`config.mk`:
```
export PLATFORM = sky130hd
export DESIGN_NAME = reg32_serializer
export DESIGN_NICKNAME = d
export VERILOG_FILES = /design/src/rtl/serializer_pkg.sv /design/src/rtl/ser_bit_counter.sv /design/src/rtl/reg32_serializer.sv
export SDC_FILE = /design/constraint.sdc
export NUM_CORES = 1
export LEC_CHECK = 0
export CAP_MARGIN = 25
export CELL_PAD_IN_SITES_DETAIL_PLACEMENT = 1
export CELL_PAD_IN_SITES_GLOBAL_PLACEMENT = 2
export CORE_UTILIZATION = 25
export CTS_CLUSTER_SIZE = 40
export DETAILED_ROUTE_END_ITERATION = 6
export GPL_TIMING_DRIVEN = 0
export HOLD_SLACK_MARGIN = 0.08
export PLACE_DENSITY = 0.7
export SLEW_MARGIN = 30
export SYNTH_ARGS = -nofsm -noshare
export SYNTH_HDL_FRONTEND = slang
export SYNTH_SLANG_ARGS = --single-unit
```
`constraint.sdc`:
```
create_clock -name cl -period 1.6 [get_ports cl]
set_input_delay 0.4 -clock cl [delete_from_list [all_inputs] [get_ports cl]]
set_output_delay 0.4 -clock cl [all_outputs]
set_load 0.01 [all_outputs]
```
`src/rtl/serializer_pkg.sv`:
```
// rtl/serializer_pkg.sv - shared types and helpers for the word serializer
package serializer_pkg;

    typedef enum logic {
        IDLE  = 1'b0,
        SHIFT = 1'b1
    } ser_state_t;

    localparam int SER_WIDTH_DEF = 32;

    function automatic int ser_cnt_width(input int width);
        return $clog2(width + 1);
    endfunction

endpackage

```
`src/rtl/ser_bit_counter.sv`:
```
// rtl/ser_bit_counter.sv - saturating bit counter with terminal-count strobe
module ser_bit_counter
    import serializer_pkg::*;
#(
    parameter int WIDTH = SER_WIDTH_DEF
) (
    input  logic cl,
    input  logic cr_n,
    input  logic clr_i,
    input  logic en_i,
    output logic tc_o
);

    localparam int CW = ser_cnt_width(WIDTH);
    localparam logic [CW-1:0] CNT_LAST = CW'(WIDTH - 1);
    localparam logic [CW-1:0] CNT_MAX  = CW'(WIDTH);

    logic [CW-1:0] cnt_q;
    logic [CW-1:0] cnt_d;

    // Stops at WIDTH so a stray enable can never wrap the count.
    always_comb begin
        cnt_d = cnt_q;
        if (clr_i) begin
            cnt_d = '0;
        end else if (en_i && (cnt_q != CNT_MAX)) begin
            cnt_d = cnt_q + 1'b1;
        end
    end

    always_ff @(posedge cl or negedge cr_n) begin
        if (!cr_n) begin
            cnt_q <= '0;
        end else begin
            cnt_q <= cnt_d;
        end
    end

    // Strobes on the increment that takes the count to WIDTH.
    assign tc_o = en_i && !clr_i && (cnt_q == CNT_LAST);

endmodule

```
`src/rtl/reg32_serializer.sv`:
```
// rtl/reg32_serializer.sv - loadable word register drained over a valid/ready serial port
module reg32_serializer
    import serializer_pkg::*;
#(
    parameter int WIDTH     = SER_WIDTH_DEF,
    parameter int MSB_FIRST = 1
) (
    input  logic             cl,
    input  logic             cr_n,
    input  logic [WIDTH-1:0] Di,
    input  logic             Load,
    output logic [WIDTH-1:0] Dot,
    output logic             busy,
    output logic             ser_out,
    output logic             ser_valid,
    input  logic             ser_ready,
    output logic             done
);

    ser_state_t       state_q, state_d;
    logic [WIDTH-1:0] shreg_q, shreg_d;
    logic [WIDTH-1:0] dot_q, dot_d;
    logic             done_q, done_d;
    logic             cnt_clr;
    logic             handshake;
    logic             last_bit;

    assign handshake = (state_q == SHIFT) && ser_ready;

    ser_bit_counter #(
        .WIDTH (WIDTH)
    ) u_bit_counter (
        .cl    (cl),
        .cr_n  (cr_n),
        .clr_i (cnt_clr),
        .en_i  (handshake),
        .tc_o  (last_bit)
    );

    always_comb begin
        state_d = state_q;
        shreg_d = shreg_q;
        dot_d   = dot_q;
        done_d  = 1'b0;
        cnt_clr = 1'b0;
        case (state_q)
            IDLE: begin
                if (Load) begin
                    shreg_d = Di;
                    dot_d   = Di;
                    cnt_clr = 1'b1;
                    state_d = SHIFT;
                end
            end
            SHIFT: begin
                // Load is deliberately ignored here; the word in flight finishes untouched.
                if (handshake) begin
                    shreg_d = (MSB_FIRST != 0) ? (shreg_q << 1) : (shreg_q >> 1);
                    if (last_bit) begin
                        state_d = IDLE;
                        done_d  = 1'b1;
                    end
                end
            end
            default: state_d = IDLE;
        endcase
    end

    always_ff @(posedge cl or negedge cr_n) begin
        if (!cr_n) begin
            state_q <= IDLE;
            shreg_q <= '0;
            dot_q   <= '0;
            done_q  <= 1'b0;
        end else begin
            state_q <= state_d;
            shreg_q <= shreg_d;
            dot_q   <= dot_d;
            done_q  <= done_d;
        end
    end

    assign Dot       = dot_q;
    assign busy      = (state_q == SHIFT);
    assign ser_valid = (state_q == SHIFT);
    assign done      = done_q;
    // Cleared shift register keeps ser_out low whenever ser_valid is low.
    assign ser_out   = (MSB_FIRST != 0) ? shreg_q[WIDTH-1] : shreg_q[0];

endmodule

```
==> results of run 1 <==
==> per-layer routing <==
layer | GRT usage, % | share of wire [%] | up-vias
li1 | - | - | 1212
met1 | 17.6 | 47 | 1176
met2 | 22.2 | 47 | 49
met3 | 3.75 | 4.4 | 6
met4 | 5.26 | 1.2 | 0
met5 | 0 | 0 | -
==> sequential cells by signal, summed over array words and instances (netlist names) <==
register and flops:
busy 1, u_bit_counter.cnt_q 6, shreg_q 32, done 1, Dot 32
==> power breakdown <==
group | switching [uW] | total (uW) | internal (uW)
logic | 517 | 1010 | 498
registers | 237 | 2410 | 2170
clock network | 691 | 1880 | 1190
==> how the worst max path moves through the flow <==
stage | endpoint | start | slack (ps) | depth (start not counted)
finish | Dot[22] | busy | 70 | 7
floorplan | shreg_q[10] | busy | 270 | 4
global route | Dot[22] | busy | 0.1 | 7
CTS | Dot[6] | Load | 1 | 6
detailed placement | shreg_q[23] | ser_ready | -540 | 5
global placement | Dot[7] | cr_n | -2590 | 1
==> final cells by class <==
class                      instances  area share [%]
clock inverter                     1           0.699
multi-input combinational        225            27.8
clock buffer                      13            5.59
inverter                           2           0.175
sequential                        72            42.0
tap                              147            4.28
buffer                            19            2.62
timing repair buffer              76            16.9
==> cells in the final DEF (no fill, tap or decap) <==
master,synthesis,layout
dlygate4sd2_1,0,34
dfrtp_1,72,71
o21ai_0,3,3
clkbuf_4,0,5
mux2i_4,0,1
mux2i_1,33,33
nor4b_2,1,1
bufinv_16,0,1
inv_1,2,2
ha_1,2,2
o21bai_1,1,1
nor2_1,2,2
nand2_1,134,134
clkdlybuf4s50_1,0,34
o2111ai_1,1,1
o21ai_1,31,31
clkbuf_1,4,4
dlymetal6s2s_1,0,1
and4b_1,1,1
nand3_2,1,1
dfrtp_2,0,1
buf_16,0,1
nand3_1,2,2
dlygate4sd3_1,0,1
nor3_1,1,1
nand2b_1,1,1
buf_2,12,10
nor2b_1,1,1
clkbuf_16,0,9
a21oi_1,4,4
or3_1,3,3
a2bb2oi_1,1,1
buf_4,2,7
a22o_1,1,1
clkbuf_2,0,2
==> kinds of logic (layout without fill, tap and decap cells) <==
group | after synthesis | in the layout | share of synthesized area, %
fa+ha+maj | 2 | 2 | 0.810
simple gates | 147 | 147 | 19.2
flops | 72 | 72 | 58.3
compound gates | 42 | 42 | 7.25
mux | 34 | 34 | 11.1
buf+inv | 21 | 111 | 3.28
==> worst max-delay path, stage by stage (launching register included) <==
cell	delay, ps
dfrtp_2	400
buf_4	150
buf_4	170
nand2b_1	140
buf_2	170
buf_2	210
nand2_1	100
nand2_1	60
==> repair_timing <==
| item | in CTS | in global routing |
|---|---|---|
| hold endpoints to repair | 26 | 0 |
| gates cloned | 0 | 0 |
| gates resized for setup | 42 | 8 |
| setup endpoints to repair | 96 | 34 |
| hold buffers | 1 | 0 |
| pin swaps | 0 | 0 |
| buffers inserted | 1 | 2 |
==> through the flow <==
stage / worst slack (ps) / setup TNS, ps / std cells / util [%] / hold WS, ps
5_1_grt: 0.105 / 0 / 555 / 35.8 / 495
4_1_cts: 1.42 / 0 / 553 / 35.5 / 474
2_1_floorplan: 271 / 0 / 318 / - / 104
6_report: 71.8 / 0 / 555 / 35.8 / 469
3_3_place_gp: -2590 / -213820 / 536 / 33.2 / 460
3_5_place_dp: -543 / -29600 / 537 / 33.4 / 363
==> results.yml, run 1 <==
finish:
  fill_cells: 1394
  area_growth_pct: 39.1
  seq_area_um2: 1800
  multi_input_area_um2: 1190
  nets: 443
  stdcell_area_um2: 4300
  drive_gt1_share_pct: 9.56
  antennaDiodeCount: 0
synth:
  yosys_warnings: 0
  synth_top_area_share_pct: 58.3
  ys_types: 26
  synth_area_leaders: "dfrtp_1 (58%), nand2_1 (16%), mux2i_1 (11%)"
  ys_seq_area_share_pct: 58.3
  netlist_top_cells_count: "nand2_1 (134), dfrtp_1 (72), mux2i_1 (33)"
  async_reset_ff_share_pct: 100
  avgSynthCellArea_um2: 9.71
  yosysMostFrequentCell: "nand2_1"
  yosysTopAreaCell: "dfrtp_1"
  syn_inst: 318
  syn_area_um2: 3090
  ys_ff_latch: 72
  syn_nets: 356
  synth_edf_count: 0
  ys.flop_type: "dfrtp_1"
routing:
  totalWireLength_mm: 7.95
  wire_per_inst_um: 14.3
  drt_iter0_drc: 45
  drt_first_pass_iters: 4
  ant_nets: 0
  drc: 0
  vias: 2443
  vias_per_cell: 4.40
clock_network:
  cts_made_buffers: 9
  path_clk_slew_ps: 50
  clock_latency_ps: 320
  clk_path_buf_depth: 2
  htree_levels: 3
  cts_tree: "built"
  cts_sinks: 72
  clockRootBuffer: "clkbuf_16"
setup_path:
  worstSetupPathType: "register to register"
  worstPathArrival_ps: 1740
  end_kind: "register"
  r2r-start: "busy"
  cp.required_ps: 1810
  critical_path.max_fanout: 10
  reg2reg_depth: 7
  start_kind: "register"
  rrSetupSlack_ps: 70
  worstReg2RegEnd: "Dot[22]"
status:
  outcome: "completed"
grt:
  grt_max_degree: 47
  grt_pass1_vias: 2690
  antenna_found_initial: 0
  grt_pass1_wl_mm: 13.6
  track_usage_pct: 13.8
  grt-ovfl-total: 0
timing:
  worst_clock_skew_ps: 3.11
  fmax_mhz: 654
  final.period_utilization_pct: 95.5
  layout_min_cycle_time_ps: 1530
  finalHoldViolations: 0
  rsz0062_at_grt: "false"
  maxSlewViolCount: 0
  final-setup-viol-count: 0
  maxSlewHeadroom_pct: 73.1
  tightest_slew_ps: 403
pwr:
  fin_total_pwr_uw: 5310
  p_per_area_nw_per_um2: 1240
  p_leak_uw: 0.00228
  ir_drop_v: 0.000406
die:
  die_w_um: 113
  boundaryPins: 72
  die_area_um2: 12800
  rows: 40
  start_util_pct: 25.7
  coreArea_um2: 12000
  die_y_um: 113
worst_hold_path:
  hold_depth: 2
  hold_end: "Dot[5]"
  hold_path.class: "register to register"
  hp-start: "Dot[5]"
placement:
  place.gp.congestion: 0.670
  dpl_cell_area_um2: 4010
  dp.final_hpwl_mm: 5.57
  numPortBuffers: 71
run:
  maxCapViolations: 0
Power figures use the tool's default switching activity.
==> inputs of run 2 (changes only) <==
CTS_CLUSTER_DIAMETER = 40   (was default)
GPL_TIMING_DRIVEN = 1   (was 0)
==> run 2 against run 1 <==
Critical path type is now register to output pin. Via count shrank 1.6%. Flip-flop and latch count is the same. Sequential share of layout area shrank 0.32 points. Highest routed layer unchanged. Final area grew 0.76%. Die area is the same. Sequential power is essentially flat. Largest power group unchanged. Non-clock buffer count shrank 10. Combinational power is essentially flat.
==> results.yml, run 2 (synthesis gave the netlist of run 1 again) <==
setup_path:
  cp_top_family: "flip-flops"
  r2r-start: "busy"
  crit_chain: "dlygate4sd2_1"
  worstReg2RegEnd: "shreg_q[24]"
  critPathMaxStageDelay_ps: 420
  rrSetupSlack_ps: 200
  reg2reg_depth: 5
  worstPathArrival_ps: 1040
  worstSetupPathType: "register to output pin"
  cp.buffers_inverters: 1
  critical_path.max_fanout: 4
  start_kind: "register"
  crit_slowest_cell: "dfrtp_2"
  end_kind: "output pin"
  cp.required_ps: 1200
routing:
  vias: 2403
  wl_met1_mm: 3.58
  top_layer: "met4"
  drc: 0
  drt_first_pass_iters: 4
  vias_per_cell: 4.40
  wl_met2_mm: 3.67
  ant_nets: 0
  totalWireLength_mm: 7.70
  wire_per_inst_um: 14.1
  dr_wl_met3_um: 269
  drt_iter0_drc: 64
die:
  start_util_pct: 25.7
  rows: 40
  boundaryPins: 72
  coreArea_um2: 12000
  die_w_um: 113
  die_y_um: 113
  die_area_um2: 12800
clock_network:
  clockRootBuffer: "clkbuf_16"
  cts_tree: "built"
  cts_sinks: 72
  path_clk_slew_ps: 60
  cts_made_buffers: 9
  clock_latency_ps: 330
  cts_setup_buffers: 0
  htree_levels: 3
  clk_path_buf_depth: 2
timing:
  fmax_mhz: 695
  fin_ws_ps: 162
  final.period_utilization_pct: 89.9
  rsz0062_at_grt: "false"
  maxSlewViolCount: 0
  layout_min_cycle_time_ps: 1440
  tightest_slew_ps: 289
  final-setup-viol-count: 0
  maxSlewHeadroom_pct: 80.7
  finalHoldViolations: 0
  worst_clock_skew_ps: 4.73
finish:
  antennaDiodeCount: 0
  final_common_cell: "nand2_1"
  stdcell_area_um2: 4330
  layout_common_cells: "nand2_1 (134), dfrtp_1 (71), dlygate4sd2_1 (36)"
  area_growth_pct: 40.2
  nets: 433
  drive_gt1_share_pct: 8.27
  final_util_pct: 36.0
placement:
  dp.final_hpwl_mm: 5.45
  dpl_cell_area_um2: 4080
  numPortBuffers: 71
  pre_cts_slack_ps: -167
  place.gp.congestion: 0.669
run:
  maxCapViolations: 0
grt:
  grt-ovfl-total: 0
  antenna_found_initial: 0
  grt_pass1_wl_mm: 13.3
  grt_max_degree: 64
  grt_pass1_vias: 2652
  track_usage_pct: 13.5
worst_hold_path:
  hold_depth: 2
  hp-start: "Dot[8]"
  hold_end: "Dot[8]"
  hold_path.class: "register to register"
pwr:
  ir_drop_v: 0.000373
  p_leak_uw: 0.00227
  p_per_area_nw_per_um2: 1250
status:
  outcome: "completed"
[run 2: changes by cell type in the layout (fill, tap and decap cells not counted), sizes merged]
| cell | previous run | this run |
|---|---|---|
| dlygate4sd2 | 34 | 36 |
| clkinv | 0 | 3 |
| buf | 18 | 14 |
| dlymetal6s2s | 1 | 0 |
| clkbuf | 20 | 11 |
[run 2: stage by stage]
stage	total power (uW)	hold WS, ps	TNS (ps)	instances
6_report	5410	470	0	546
5_1_grt	5760	500	0	546
4_1_cts	5540	477	0	546
3_5_place_dp	3580	305	-6270	530
3_3_place_gp	3520	299	-5230	530
2_1_floorplan	2980	104	0	318
[run 2: worst max-delay path by stage]
stage | startpoint | to | depth (start not counted)
global route | ser_ready | shreg_q[24] | 6
CTS | busy | busy | 1
floorplan | busy | shreg_q[10] | 4
finish | busy | busy | 1
detailed placement | ser_ready | shreg_q[24] | 6
global placement | ser_ready | shreg_q[26] | 5
[run 2: power by group]
part / leakage, uW / total [uW] / switching (uW) / internal, uW
Sequential: 0.000941 / 2410 / 241 / 2170
Combinational: 0.00118 / 1020 / 516 / 507
Clock: 0.000145 / 1970 / 740 / 1230
Total: 0.00227 / 5410 / 1500 / 3910
[run 2: routing by layer]
metal  GRT usage (%)  up-vias
li1                -     1190
met1            16.4     1159
met2            22.3       44
met3            2.95       10
met4            7.37        0
met5               0        -
[run 2: layout make-up]
type | count | area [um^2]
Clock inverter | 4 | 45.0
Tap cell | 147 | 184
Fill cell | 1363 | 7680
Inverter | 2 | 7.51
Multi-Input combinational cell | 225 | 1200
Sequential cell | 72 | 1800
Clock buffer | 11 | 243
Timing Repair Buffer | 85 | 846
[run 2: timing repair]
| action | CTS | global route |
|---|---|---|
| resized for setup | 36 | 0 |
| hold endpoints to repair | 15 | 0 |
| setup endpoints to repair | 36 | 0 |
| hold buffers | 1 | 0 |
